[src/rtl/mem128k_ctrl.sv]
// Single-word SRAM initiator: SETUP/ACCESS/HOLD strobe sequencing, RSP_VALID S+A+H cycles after acceptance.
// Backpressure: REQ_READY high only in IDLE; requests presented while busy are ignored.
module mem128k_ctrl #(
  parameter int unsigned SETUP_CYCLES  = 1,
  parameter int unsigned ACCESS_CYCLES = 2,
  parameter int unsigned HOLD_CYCLES   = 1
) (
  input  logic        CLK,
  input  logic        RST_N,
  input  logic        REQ_VALID,
  output logic        REQ_READY,
  input  logic        REQ_WE,
  input  logic [14:0] REQ_ADDR,
  input  logic [31:0] REQ_WDATA,
  output logic        RSP_VALID,
  output logic [31:0] RSP_RDATA,
  output logic [14:0] MEM_A,
  output logic [31:0] MEM_D_WRITE,
  input  logic [31:0] MEM_D_READ,
  output logic        MEM_CS,
  output logic        MEM_OE,
  output logic        MEM_WE
);

  typedef enum logic [1:0] {IDLE, SETUP, ACCESS, HOLD} state_t;

  localparam logic [7:0] SETUP_LD  = 8'(SETUP_CYCLES - 1);
  localparam logic [7:0] ACCESS_LD = 8'(ACCESS_CYCLES - 1);
  localparam logic [7:0] HOLD_LD   = 8'(HOLD_CYCLES - 1);

  state_t      state_q, state_d;
  logic [7:0]  cnt_q, cnt_d;
  logic        wr_q, wr_d;
  logic [14:0] addr_q, addr_d;
  logic [31:0] wdata_q, wdata_d;
  logic [31:0] rdata_q, rdata_d;
  logic        rsp_q, rsp_d;
  logic        cs_q, cs_d;
  logic        oe_q, oe_d;
  logic        we_q, we_d;

  always_comb begin
    state_d = state_q;
    cnt_d   = cnt_q;
    wr_d    = wr_q;
    addr_d  = addr_q;
    wdata_d = wdata_q;
    rdata_d = rdata_q;
    rsp_d   = 1'b0;
    unique case (state_q)
      IDLE: begin
        if (REQ_VALID) begin
          state_d = SETUP;
          cnt_d   = SETUP_LD;
          wr_d    = REQ_WE;
          addr_d  = REQ_ADDR;
          if (REQ_WE) wdata_d = REQ_WDATA;
        end
      end
      SETUP: begin
        if (cnt_q == 8'd0) begin
          state_d = ACCESS;
          cnt_d   = ACCESS_LD;
        end else begin
          cnt_d = cnt_q - 8'd1;
        end
      end
      ACCESS: begin
        if (cnt_q == 8'd0) begin
          state_d = HOLD;
          cnt_d   = HOLD_LD;
          // Sample on the edge leaving ACCESS, after OE has been low for the full access time
          if (!wr_q) rdata_d = MEM_D_READ;
        end else begin
          cnt_d = cnt_q - 8'd1;
        end
      end
      HOLD: begin
        if (cnt_q == 8'd0) begin
          state_d = IDLE;
          cnt_d   = 8'd0;
          rsp_d   = 1'b1;
        end else begin
          cnt_d = cnt_q - 8'd1;
        end
      end
      default: begin
        state_d = IDLE;
        cnt_d   = 8'd0;
      end
    endcase
    // Strobes are decoded from the next state so the pins themselves come straight from flops
    cs_d = (state_d == IDLE);
    oe_d = !((state_d == ACCESS) && !wr_d);
    we_d = !((state_d == ACCESS) && wr_d);
  end

  always_ff @(posedge CLK) begin
    if (!RST_N) begin
      state_q <= IDLE;
      cnt_q   <= 8'd0;
      wr_q    <= 1'b0;
      addr_q  <= 15'd0;
      wdata_q <= 32'd0;
      rdata_q <= 32'd0;
      rsp_q   <= 1'b0;
      cs_q    <= 1'b1;
      oe_q    <= 1'b1;
      we_q    <= 1'b1;
    end else begin
      state_q <= state_d;
      cnt_q   <= cnt_d;
      wr_q    <= wr_d;
      addr_q  <= addr_d;
      wdata_q <= wdata_d;
      rdata_q <= rdata_d;
      rsp_q   <= rsp_d;
      cs_q    <= cs_d;
      oe_q    <= oe_d;
      we_q    <= we_d;
    end
  end

  assign REQ_READY   = (state_q == IDLE);
  assign RSP_VALID   = rsp_q;
  assign RSP_RDATA   = rdata_q;
  assign MEM_A       = addr_q;
  assign MEM_D_WRITE = wdata_q;
  assign MEM_CS      = cs_q;
  assign MEM_OE      = oe_q;
  assign MEM_WE      = we_q;

endmodule

[config.mk]
export PLATFORM = sky130hd
export DESIGN_NAME = mem128k_ctrl
export DESIGN_NICKNAME = d
export VERILOG_FILES = /design/src/rtl/mem128k_ctrl.sv
export SDC_FILE = /design/constraint.sdc
export NUM_CORES = 1
export LEC_CHECK = 0
export CORE_UTILIZATION = 41
export DETAILED_ROUTE_END_ITERATION = 10
export HOLD_SLACK_MARGIN = 0.08
export PLACE_DENSITY = 0.78
export SLEW_MARGIN = 20
export SYNTH_ARGS = -nofsm -noshare
export SYNTH_HDL_FRONTEND = slang
export SYNTH_SLANG_ARGS = --single-unit
[constraint.sdc]
create_clock -name CLK -period 1.9 [get_ports CLK]
set_clock_uncertainty 0.05 [all_clocks]
set_input_delay 0.38 -clock CLK [delete_from_list [all_inputs] [get_ports CLK]]
set_output_delay 0.38 -clock CLK [all_outputs]
set_load 0.02 [all_outputs]
==> results.ini, run 1 <==
[run_status]
outcome = finished, final reports clean

[global_route]
grt_max_degree = 90
grt_first_pass_wirelength_um = 13700
antenna_found_initial = 0
grt_pass1_vias = 2922
grt-ovfl-total = 0
grtUsageTotal_pct = 19.0

[cts]
cts_buffers = 9
htree_levels = 3
clk_latency_ns = 0.34
cts.sinks = 94
cts_tree = yes
cts_buffer_depth = 2
path_clk_slew_ns = 0.09
cts_root_buffer = clkbuf_8
ctsHoldBuffers = 0

[cells_and_area]
multi_input_area_um2 = 1690
fin_area_um2 = 5730
diodes = 0
fin_util_pct = 66.0
synthToLayoutAreaGrowth_pct = 56.3
final_net_count = 640
seq_area_um2 = 1880
fillCellCount = 735
final_cell_mix = clkdlybuf4s50_1, nand2_1, dfxtp_1
final_common_cell = clkdlybuf4s50_1
drive_gt1_share_pct = 6.62

[power]
ir_drop_uv = 497
p_sw_mw = 1.91
p_leak_nw = 2.27
p_per_area_nw_per_um2 = 1040
pwr-share-seq_pct = 40.7
swShare_pct = 31.9
comb_power_share_pct = 35.4
p_total_mw = 5.97
p_clk_share_pct = 23.9
intPower_mw = 4.06

[floorplanning]
die_w_um = 96.6
io_pins = 167
die_h_um = 96.6
initial_core_util_pct = 42.2
core_um2 = 8680
num_rows = 34
die_area_um2 = 9320

[place]
dp_slack_ns = -0.0684
place_congestion = 0.819
post-dp-hpwl_um = 6560
port_buffers = 166
place_area_um2 = 5500

[timing]
setup_viol = 0
max_freq_mhz = 559
tightest_slew_ns = 0.577
slew_violations = 0
slew_headroom_pct = 61.3
rsz0062_at_grt = yes
finalCritPeriodShare_pct = 94.1
fin_crit_ns = 1.79
tns_ns = 0
post-route-worst-setup-slack_ns = 0.111
hold_viol = 0

[synthesis]
synth_cells = 391
syn-num-nets = 476
syn_avg_cell_area_um2 = 9.38
synthDistinctLibCells = 36
ys_seq_area_share_pct = 51.3
synth-seq-cells = 94
synthesis.area_um2 = 3670
yosysWarnings = 0

[detailed_routing]
drt_pass1_iterations = 4
antenna_left = 0
drc = 0
routed_via_density = 4.73
wl_per_cell_um = 13.7
via_count = 3157
drtIter0Drc = 72
drt_wl_total_um = 9130

[setup_path]
crit_path_end_kind = register
reg2reg_depth = 5
critical_path_required_ns = 2.09
crit_buf_inv = 1
cp_data_arrival_time_ns = 1.98
critPathLaunchType = register
r2r-start = cnt_q[4]$_SDFFE_PN0P_
critPathKind = register to register
critPathMaxStageDelay_ns = 0.51
crit_path_max_fanout = 32
worstPathCellList = nor3_1 -> nand4b_2 -> buf_12 -> mux2i_1 -> nor2b_1
r2r_setup_slack_ns = 0.11
critPathTopFamily = simple AND/OR/NAND/NOR gates
crit_slowest_cell = nor3_1
reg2reg_to = RSP_RDATA[7]$_SDFFE_PN0P_

[worst_hold_path]
min_path_cells = 2
min_path_type = register to register
min_to = MEM_A[13]$_SDFFE_PN0P_
hp-start = MEM_A[13]$_SDFFE_PN0P_

[run]
max_cap_violations = 0

[sequential cells by signal (all words and copies together), names as in the netlist]
register and cells:
MEM_D_WRITE 32, RSP_RDATA 32, MEM_A 15, cnt_q 8
state_q 2, MEM_CS 1, MEM_OE 1, MEM_WE 1
RSP_VALID 1, wr_q 1
[cells in the mapped netlist (all sizes together)]
library cell    n  area [um2]
nand2         102         383
dfxtp          94        1880
a21boi         48         360
nor2b          34         213
mux2i          33         330
clkbuf         17        63.8
buf             8        51.3
a21oi           6        30.0
a31oi           5        31.3
nor3            4        20.0
inv             3        11.3
nand2b          3        18.8
nor2            3        11.3
o21a            3        22.5
and2            2        12.5
ha              2        25.0
nand3           2        10.0
nor4            2        12.5
nor4bb          2        20.0
o21ai           2        10.0
or3             2        12.5
or3b            2        17.5
a211oi          1        7.51
and2b           1        8.76
and3            1        6.26
nand3b          1        7.51
nand4b          1        15.0
nor3b           1        12.5
nor4b           1        15.0
o2bb2ai         1        8.76
o311ai          1        8.76
o31ai           1        7.51
or4             1        11.3
xnor2           1        8.76
[worst max path at each step]
| stage | from | cells past startpoint | endpoint |
|---|---|---|---|
| CTS | cnt_q[0]$_SDFFE_PN0P_ | 7 | RSP_RDATA[14]$_SDFFE_PN0P_ |
| floorplan | cnt_q[0]$_SDFFE_PN0P_ | 7 | RSP_RDATA[10]$_SDFFE_PN0P_ |
| detailed placement | REQ_VALID | 5 | MEM_D_WRITE[1]$_SDFFE_PN0P_ |
| global route | cnt_q[1]$_SDFFE_PN0P_ | 7 | RSP_RDATA[8]$_SDFFE_PN0P_ |
| global placement | REQ_VALID | 4 | cnt_q[5]$_SDFFE_PN0P_ |
| finish | cnt_q[4]$_SDFFE_PN0P_ | 5 | RSP_RDATA[7]$_SDFFE_PN0P_ |
[per-stage QoR]
step / hold WS [ns] / cells
finish: 0.410 / 667
global route: 0.442 / 667
CTS: 0.417 / 667
detailed placement: 0.405 / 652
global placement: 0.398 / 652
floorplan: 0.402 / 391
[kinds of logic after synthesis]
kind of cell	synth area share [%]
and+or+nand+nor	22.0
muxes	9.01
AOI/OAI and AO/OA	13.3
xor gates and xnor gates	0.239
adders and majority gates	0.682
buffers and inverters	3.45
DFF	51.3
[timing repair]
item	CTS	global route
endpoints found under the setup margin	1	38
gates resized for setup	1	4
setup buffers	0	0
[cell type report]
cell class | instances | share of cell area [%]
multi-input cells | 269 | 29.5
inverters | 3 | 0.197
flip-flops and latches | 94 | 32.8
well taps | 108 | 2.36
clock buffers | 12 | 2.53
clock inverters | 3 | 1.20
repair buffers | 178 | 31.3
[worst min-delay path, cell delays in order (launching register included)]
cell	delay, ns
dfxtp_1	0.31
nand2_1	0.04
a21boi_0	0.06
[routing by layer]
metal	global-route usage, %	vias up	share of wire (%)
li1	-	1623	-
met1	21.5	1412	41
met2	32.5	113	48
met3	8.22	9	10
met4	5.27	0	1.1
met5	0	-	0
[power by group through the flow]
stage          clock (mW)  sequential (mW)  combinational [mW]
6_report             1.43             2.43                2.11
5_1_grt              1.56             2.47                2.31
4_1_cts              1.47             2.42                2.08
3_5_place_dp            0             2.46                2.08
3_3_place_gp            0             2.45                2.03
2_1_floorplan           0             2.63                1.03
Power figures use the tool's default switching activity.
==> inputs of run 2 (changes only) <==
CORE_MARGIN = 3   (was unset)
CTS_BUF_LIST = sky130_fd_sc_hd__clkbuf_16   (was unset)
SKIP_LAST_GASP = 1   (was unset)
==> run 2 against run 1 <==
  * Sequential power is essentially flat
  * Cell count shrank 0.30%
  * Sequential share of layout area fell by 0.69 points
  * Via count increased by 2.9%
  * Routed wire length up 10%
  * Power grew 6.1%
  * Clock power grew 22%
  * Clock-buffer cell count decreased by 3
  * Critical endpoint is now RSP_RDATA[19]$_SDFFE_PN0P_
  * Largest cell class unchanged
==> results.ini, run 2 (synthesis results as in run 1) <==
[setup_path]
critPathKind = register to register
crit_path_end_kind = register
r2r_setup_slack_ns = 0.04  ; -0.07 ns
reg2reg_depth = 7  ; +2
crit_path_max_fanout = 8  ; -75%
critical_path_required_ns = 2.07  ; -0.02 ns
reg2reg_to = RSP_RDATA[19]$_SDFFE_PN0P_
cp_data_arrival_time_ns = 2.02  ; +0.04 ns
r2r-start = cnt_q[0]$_SDFFE_PN0P_
critPathLaunchType = register

[worst_hold_path]
min_path_type = register to register
min_path_cells = 2  ; unchanged
min_to = MEM_D_WRITE[27]$_SDFFE_PN0P_
hp-start = MEM_D_WRITE[27]$_SDFFE_PN0P_

[timing]
setup_viol = 0  ; unchanged
finalCritPeriodShare_pct = 97.6  ; +3.5 points
slew_violations = 0  ; unchanged
slew_headroom_pct = 72.9  ; +12 points
hold_viol = 0  ; unchanged
fin_crit_ns = 1.86  ; +0.0667 ns
tightest_slew_ns = 0.404  ; -0.173 ns
post-route-worst-setup-slack_ns = 0.0447  ; -0.0667 ns
max_freq_mhz = 539  ; -3.6%

[floorplanning]
core_um2 = 8460  ; -2.5%
die_area_um2 = 10100  ; +8.5%
initial_core_util_pct = 43.3  ; +1.1 points
die_w_um = 101  ; +4.1%
io_pins = 167  ; unchanged
num_rows = 33  ; -2.9%
die_h_um = 101  ; +4.1%

[global_route]
grt_pass1_vias = 3278  ; +12%
grt_first_pass_wirelength_um = 15500  ; +13%
grtUsageTotal_pct = 18.8  ; -0.17 points
grt_max_degree = 90  ; unchanged
grt-ovfl-total = 0  ; unchanged
antenna_found_initial = 0  ; unchanged

[power]
ir_drop_uv = 463  ; -6.8%
p_leak_nw = 2.34  ; +2.9%
p_total_mw = 6.34  ; +6.1%
p_per_area_nw_per_um2 = 1080  ; +3.8%

[detailed_routing]
drt_pass1_iterations = 4  ; unchanged
met3_length_um = 914  ; -3.2%
wl_met2_um = 5010  ; +15%
drc = 0  ; unchanged
wirelength_met1_um = 3980  ; +6.5%
top_layer = met4
via_count = 3249  ; +2.9%
antenna_left = 0  ; unchanged
routed_via_density = 4.89  ; +3.2%
wl_per_cell_um = 15.1  ; +10%
drt_wl_total_um = 10000  ; +10%
drtIter0Drc = 58  ; -19%

[cells_and_area]
final_cell_mix = clkdlybuf4s50_1, nand2_1, dfxtp_1
diodes = 0  ; unchanged
drive_gt1_share_pct = 7.32  ; +0.70 points
final_net_count = 641  ; +0.16%
fin_util_pct = 69.2  ; +3.2 points
synthToLayoutAreaGrowth_pct = 59.8
final_common_cell = clkdlybuf4s50_1
fin_cells = 665  ; -0.30%

[cts]
cts.sinks = 94  ; unchanged
cts_setup_buffers = 0  ; unchanged
cts_tree = yes
htree_levels = 3  ; unchanged
path_clk_slew_ns = 0.07  ; -0.02 ns
cts_buffer_depth = 2  ; unchanged
clk_latency_ns = 0.33  ; about the same
cts_root_buffer = clkbuf_16
cts_buffers = 9  ; unchanged

[place]
dp_slack_ns = -0.129  ; -0.0604 ns
port_buffers = 166  ; unchanged
dpl.cell_count = 647  ; -0.77%
post-dp-hpwl_um = 7030  ; +7.2%
place_congestion = 0.804  ; -1.8%

[run]
max_cap_violations = 0  ; unchanged

[run_status]
outcome = finished, final reports clean

-- run 2: area by class of cell --
type	count	area, um2
fillers	679	2610
flip-flops and latches	94	1880
repair buffers	179	1840
multi-input cells	269	1700
clock buffers	9	225
well taps	105	131
clock inverters	6	62.6
inverters	3	11.3
-- run 2: how the worst max path moves through the flow --
| stage | startpoint | end | depth (start not counted) |
|---|---|---|---|
| final | cnt_q[0]$_SDFFE_PN0P_ | RSP_RDATA[19]$_SDFFE_PN0P_ | 7 |
| after global routing | cnt_q[0]$_SDFFE_PN0P_ | RSP_RDATA[12]$_SDFFE_PN0P_ | 7 |
| after CTS | cnt_q[0]$_SDFFE_PN0P_ | RSP_RDATA[1]$_SDFFE_PN0P_ | 7 |
| after detailed placement | REQ_VALID | MEM_D_WRITE[10]$_SDFFE_PN0P_ | 5 |
| after global placement | REQ_VALID | cnt_q[5]$_SDFFE_PN0P_ | 4 |
| after floorplan | cnt_q[0]$_SDFFE_PN0P_ | RSP_RDATA[10]$_SDFFE_PN0P_ | 7 |
-- run 2: where the power goes --
part	internal, mW	switching [mW]	total [mW]
registers	2.23	0.223	2.45
logic	1.07	1.06	2.13
clock network	1.01	0.741	1.75
-- run 2: through the flow --
stage               hold WS (ns)  TNS [ns]  instance area, um2
floorplan                  0.402         0                3670
global placement           0.399     -1.12                5480
detailed placement         0.405     -3.79                5480
CTS                        0.414         0                5770
global route               0.435    -0.497                5860
finish                     0.410         0                5860
-- run 2: metal layers --
layer | GRT usage, % | vias up
li1 | - | 1627
met1 | 22.3 | 1494
met2 | 32.2 | 114
met3 | 6.37 | 14
met4 | 5.80 | 0
met5 | 0 | -
-- run 2: repair_timing --
item,CTS,global route
setup endpoints to repair,1,37
gates resized for setup,1,8
hold buffers,0,0
endpoints found under the hold margin,0,0
gates cloned,0,3
pin swaps,0,0
-- run 2: worst max-delay path, stage by stage, from the launching register on --
cell and delay [ns]:
dfxtp_2 0.34, inv_2 0.07, ha_2 0.17, nor4b_4 0.35, nand4b_4 0.25, buf_6 0.24, mux2i_1 0.20, nor2b_1 0.07
